**src/rtl/seq_magnitude_compare.sv**
```systemverilog
// Multi-cycle WIDTH-bit magnitude compare, CHUNK bits per cycle, MSB first.
// Signed mode flips the sign bits so the unsigned chunk compare orders correctly.
module seq_magnitude_compare #(
  parameter int WIDTH      = 16,
  parameter int CHUNK      = 2,
  parameter int EARLY_EXIT = 1
) (
  input  logic             clk,
  input  logic             reset,
  input  logic             start,
  input  logic [WIDTH-1:0] a,
  input  logic [WIDTH-1:0] b,
  input  logic             signed_mode,
  output logic             busy,
  output logic             done,
  output logic             aeqb,
  output logic             agtb,
  output logic             altb
);

  localparam int NCHUNK = WIDTH / CHUNK;
  localparam int IW = (NCHUNK > 1) ? $clog2(NCHUNK) : 1;
  localparam logic [IW-1:0] LAST = IW'(NCHUNK - 1);

  typedef enum logic {IDLE, RUN} state_t;

  state_t           state_q, state_d;
  logic [IW-1:0]    idx_q, idx_d;
  logic [WIDTH-1:0] a_q, a_d;
  logic [WIDTH-1:0] b_q, b_d;
  logic             sgn_q, sgn_d;
  logic             mis_q, mis_d;
  logic             dir_q, dir_d;
  logic             busy_q, busy_d;
  logic             done_q, done_d;
  logic             eq_q, eq_d;
  logic             gt_q, gt_d;
  logic             lt_q, lt_d;

  logic [WIDTH-1:0] ax, bx;
  logic [CHUNK-1:0] ca, cb;
  logic             c_eq, c_gt;
  logic             mis_n, dir_n;
  logic             finish;

  always_comb begin
    ax = a_q;
    bx = b_q;
    ax[WIDTH-1] = a_q[WIDTH-1] ^ sgn_q;
    bx[WIDTH-1] = b_q[WIDTH-1] ^ sgn_q;
    ca = '0;
    cb = '0;
    for (int i = 0; i < NCHUNK; i++) begin
      if (idx_q == IW'(i)) begin
        ca = ax[i*CHUNK +: CHUNK];
        cb = bx[i*CHUNK +: CHUNK];
      end
    end
    c_eq = (ca == cb);
    c_gt = (ca > cb);
    // first mismatch owns the direction
    mis_n = mis_q | ~c_eq;
    dir_n = mis_q ? dir_q : c_gt;
    finish = (~c_eq && (EARLY_EXIT != 0)) || (idx_q == '0);
  end

  always_comb begin
    state_d = state_q;
    idx_d   = idx_q;
    a_d     = a_q;
    b_d     = b_q;
    sgn_d   = sgn_q;
    mis_d   = mis_q;
    dir_d   = dir_q;
    busy_d  = busy_q;
    done_d  = 1'b0;
    eq_d    = eq_q;
    gt_d    = gt_q;
    lt_d    = lt_q;
    unique case (state_q)
      IDLE: begin
        if (start) begin
          a_d     = a;
          b_d     = b;
          sgn_d   = signed_mode;
          idx_d   = LAST;
          mis_d   = 1'b0;
          dir_d   = 1'b0;
          busy_d  = 1'b1;
          state_d = RUN;
        end
      end
      RUN: begin
        if (finish) begin
          state_d = IDLE;
          busy_d  = 1'b0;
          done_d  = 1'b1;
          eq_d    = ~mis_n;
          gt_d    = mis_n & dir_n;
          lt_d    = mis_n & ~dir_n;
        end else begin
          idx_d = idx_q - 1'b1;
          mis_d = mis_n;
          dir_d = dir_n;
        end
      end
    endcase
  end

  always_ff @(posedge clk) begin
    if (reset) begin
      state_q <= IDLE;
      idx_q   <= LAST;
      a_q     <= '0;
      b_q     <= '0;
      sgn_q   <= 1'b0;
      mis_q   <= 1'b0;
      dir_q   <= 1'b0;
      busy_q  <= 1'b0;
      done_q  <= 1'b0;
      eq_q    <= 1'b0;
      gt_q    <= 1'b0;
      lt_q    <= 1'b0;
    end else begin
      state_q <= state_d;
      idx_q   <= idx_d;
      a_q     <= a_d;
      b_q     <= b_d;
      sgn_q   <= sgn_d;
      mis_q   <= mis_d;
      dir_q   <= dir_d;
      busy_q  <= busy_d;
      done_q  <= done_d;
      eq_q    <= eq_d;
      gt_q    <= gt_d;
      lt_q    <= lt_d;
    end
  end

  assign busy = busy_q;
  assign done = done_q;
  assign aeqb = eq_q;
  assign agtb = gt_q;
  assign altb = lt_q;

endmodule
```
**config.mk**
```make
export PLATFORM = sky130hd
export DESIGN_NAME = seq_magnitude_compare
export DESIGN_NICKNAME = d
export VERILOG_FILES = /design/src/rtl/seq_magnitude_compare.sv
export SDC_FILE = /design/constraint.sdc
export NUM_CORES = 1
export LEC_CHECK = 0
export CORE_UTILIZATION = 51
export DETAILED_ROUTE_END_ITERATION = 8
export GPL_ROUTABILITY_DRIVEN = 0
export PLACE_DENSITY = 0.79
export SYNTH_ARGS = -nofsm -noshare
export SYNTH_HDL_FRONTEND = slang
export SYNTH_SLANG_ARGS = --single-unit
```
**constraint.sdc**
```tcl
create_clock -name clk -period 2.7 [get_ports clk]
set_input_delay 0.54 -clock clk [delete_from_list [all_inputs] [get_ports clk]]
set_output_delay 0.54 -clock clk [all_outputs]
set_load 0.02 [all_outputs]
```
==> results by group <==
Power
  – Total leakage power: roughly 1.0 nW
  – Max rail drop VDD: 0.3890 mV
  – PD cells: 570.4 nW/um^2
  – Power, Total: 1.453 mW

Finish
  – ANT cells: 0
  – Share of layout cells above drive strength 1: 10.20%
  – Most frequent cells in the layout: nand2_1 (82), a21oi_1 (46), dfxtp_1 (43), clkdlybuf4s50_1 (40), o21ai_0 (11)
  – Final instance area: 2547 sq um
  – Area delta synth->final: 24.68%
  – Nets: 336
  – Commonest non-fill, non-tap cell in the layout: nand2_1
  – Cell Count, Final, Fillers Out: approximately 340

Clock network
  – CTS max path bufs: 2
  – Worst skew pair latency: 0.29 ns
  – # H-tree levels: 2
  – CTS tree: built
  – CTS sink cnt: between 40 and 50
  – Reg clk slew, reported paths: roughly 0.080 ns
  – Clk root buf: clkbuf_8
  – Number of CTS-inserted buffers: 5

Setup path
  – R2r endpoint: altb$_SDFFE_PP0P_
  – CP Max Fanout: 10
  – Crit end category: flop
  – Crit-path slowest cell: dfxtp_2
  – Timing startpoint of the critical path: idx_q[0]$_SDFFE_PP1P_
  – Crit path DAT: 2.76 ns
  – Top cell by count, worst path: ha_1
  – Reg2Reg Depth: 11
  – Worst Setup EP: altb$_SDFFE_PP0P_
  – Worst Path Required: about 2.9 ns
  – Reg2reg start: idx_q[0]$_SDFFE_PP1P_
  – CP Class: reg -> reg
  – Setup crit start kind: flop
  – Max stage delay on crit path: 0.36 ns
  – Reg2reg setup slack: roughly 0.13 ns
  – CP Cell Sequence: inv_1 > ha_1 > buf_4 > a21oi_2 > o21ai_0 > a221oi_1 > a31oi_1 > ha_1 > and2_4 > o31a_1 > a32o_2

Synth
  – Gate Count Post-Synth: 256
  – Share of the synthesized area in the top cell type: 43.11%
  – Mapped Avg Cell Area: 7.981 sq um
  – Top post-synthesis cells by area: dfxtp_1 (43%), nand2_1 (15%), a21oi_1 (12%)
  – #FFs+latches synth: 44
  – Area of the mapped netlist: ~2000 sq um
  – Mapped Nets: 299
  – Netlist cell types: 36
  – Cell accounting for the most synthesized area: dfxtp_1
  – Ys Warns: 0
  – Share of the yosys chip area belonging to registers: 43.11%

Timing
  – Hold Vio Cnt, Final: 0
  – Clock skew: 0.005376 ns
  – Highest Clock Rate: 388.9 MHz
  – Slew Limit Fails: 0
  – Worst Tran Pin Value: 0.5875 ns
  – Final Setup Violations: 0
  – Slew headroom: 60.84%
  – Sum Neg Setup Slack: 0 ns
  – Period utilization: 95.23%
  – Min Tclk post-route: 2.571 ns

Global routing
  – Vias in the first global route: 1,676
  – Tot GR Track Use: 22.43%
  – First-pass GRT wire length: between 7 and 8 mm
  – Largest net degree at the start of global routing: just over 40
  – Initial antenna violation count: 0
  – Grt ovf: 0

Run status
  – Status: complete, no violations

Detailed routing
  – Total iterations of the first detailed-routing run: 4
  – Routed vias: 1,828
  – Vias per Instance: between 5 and 6
  – Final ANT Viol Nets: 0
  – Average wire per standard cell: 12.88 um
  – Iteration-0 DRC Markers: 99
  – Final WL: 4.406 mm
  – DRC: 0

Placed design
  – Placed inst area: ~2400 sq um
  – DP HPWL: just over 3 mm
  – IO buf count: 40
  – Cells after DPL: 333

Floorplanning
  – Initial core utilization: a little over half
  – Die width: roughly 65 um
  – Num ports: a little over 40
  – Die Ht: 65.30 um
  – Rows: 22
  – Core Area: 3744 sq um
  – Die footprint: approximately 4300 sq um

Job
  – Number of max-cap violations: 0

Min path
  – Worst hold path class: reg -> reg
  – Hold path depth: 2
==> stage by stage <==
stage,hold WS [ns],util (%),setup WS (ns)
4_1_cts,0.4619,67.58,0.03724
5_1_grt,0.4824,68.05,-0.03310
2_1_floorplan,0.4363,-,0.2878
6_report,0.4615,68.05,0.1289
3_5_place_dp,0.4510,65.11,0.04697
3_3_place_gp,0.4406,65.11,0.1712
==> worst min-delay path by stage <==
stage | from | end | slack (ns)
2_1_floorplan | b_q[5]$_SDFFE_PP0P_ | b_q[5]$_SDFFE_PP0P_ | 0.44
3_3_place_gp | aeqb$_SDFFE_PP0P_ | aeqb$_SDFFE_PP0P_ | 0.44
3_5_place_dp | a_q[12]$_SDFFE_PP0P_ | a_q[12]$_SDFFE_PP0P_ | 0.45
4_1_cts | a_q[12]$_SDFFE_PP0P_ | a_q[12]$_SDFFE_PP0P_ | 0.46
5_1_grt | b_q[14]$_SDFFE_PP0P_ | b_q[14]$_SDFFE_PP0P_ | 0.48
6_report | aeqb$_SDFFE_PP0P_ | aeqb$_SDFFE_PP0P_ | 0.46
==> final cells by class <==
cell class	count	area, sq um
fill	342	1196
multi-input combinational	188	1033
sequential	44	882.1
timing repair buffer	47	452.9
clock buffer	6	82.58
tap	48	60.06
inverter	7	26.28
clock inverter	2	10.01
==> logic make-up after synthesis <==
logic type | share of synthesized area, %
multiplexers | 0.7346
XOR/XNOR | 1.715
flip-flops | 43.11
buffers and inverters | 6.858
AND/OR/NAND/NOR | 20.15
AO/OA/AOI/OAI | 23.15
adder cells (fa/ha/maj) | 4.286
==> power by group <==
part | leakage, nW | switching, mW | total [mW] | internal [mW]
combinational | 0.590 | 0.160 | 0.311 | 0.152
clock | 0.0510 | 0.214 | 0.419 | 0.204
sequential | 0.360 | 0.0288 | 0.723 | 0.694
==> sequential cells by signal (all words and copies together), names as in the netlist <==
name,cells
mis_q,1
sgn_q,1
idx_q,3
agtb,1
aeqb,1
state_q,1
done,1
b_q,16
altb,1
busy,1
a_q,16
dir_q,1
==> worst max-delay path, delay by kind of cell, from the launching register on <==
kind / cells / cell delay [ns]
adder cells (fa/ha/maj): 2 / 0.56
AND/OR/NAND/NOR: 1 / 0.18
buffers and inverters: 2 / 0.28
AO/OA/AOI/OAI: 6 / 1.09
flip-flops: 1 / 0.36
==> cell usage after synthesis, drive strengths merged <==
cell     number
o31ai         1
nor2b         1
o31a          1
nor2          6
a22oi         2
a21oi        47
o21a          5
o211ai        1
xnor2         1
clkbuf        2
and3          1
dfxtp        44
a21o          1
and2          1
a31oi         1
nand3         1
nand4         2
o2111ai       1
ha            7
nor3          1
inv           7
buf          15
a31o          1
a221oi        4
nand2b        2
a21boi        1
xor2          3
a21bo         1
o21ai        11
nand2        82
a32o          1
mux2          1
==> metal layers <==
metal | track usage (%) | vias to the layer above | wire length (um)
met5 | 0 | - | 0
met4 | 8.152 | 0 | 58
met3 | 4.167 | 6 | 159
met2 | 37.63 | 33 | 2129
met1 | 28.48 | 862 | 2059
li1 | - | 927 | -
==> timing repair <==
action,4_1_cts,5_1_grt
gates resized for setup,0,4
endpoints found under the hold margin,0,0
hold buffers,0,0
setup endpoints to repair,0,7
setup buffers,0,1
Note: power is estimated with default switching activity, not from simulation.
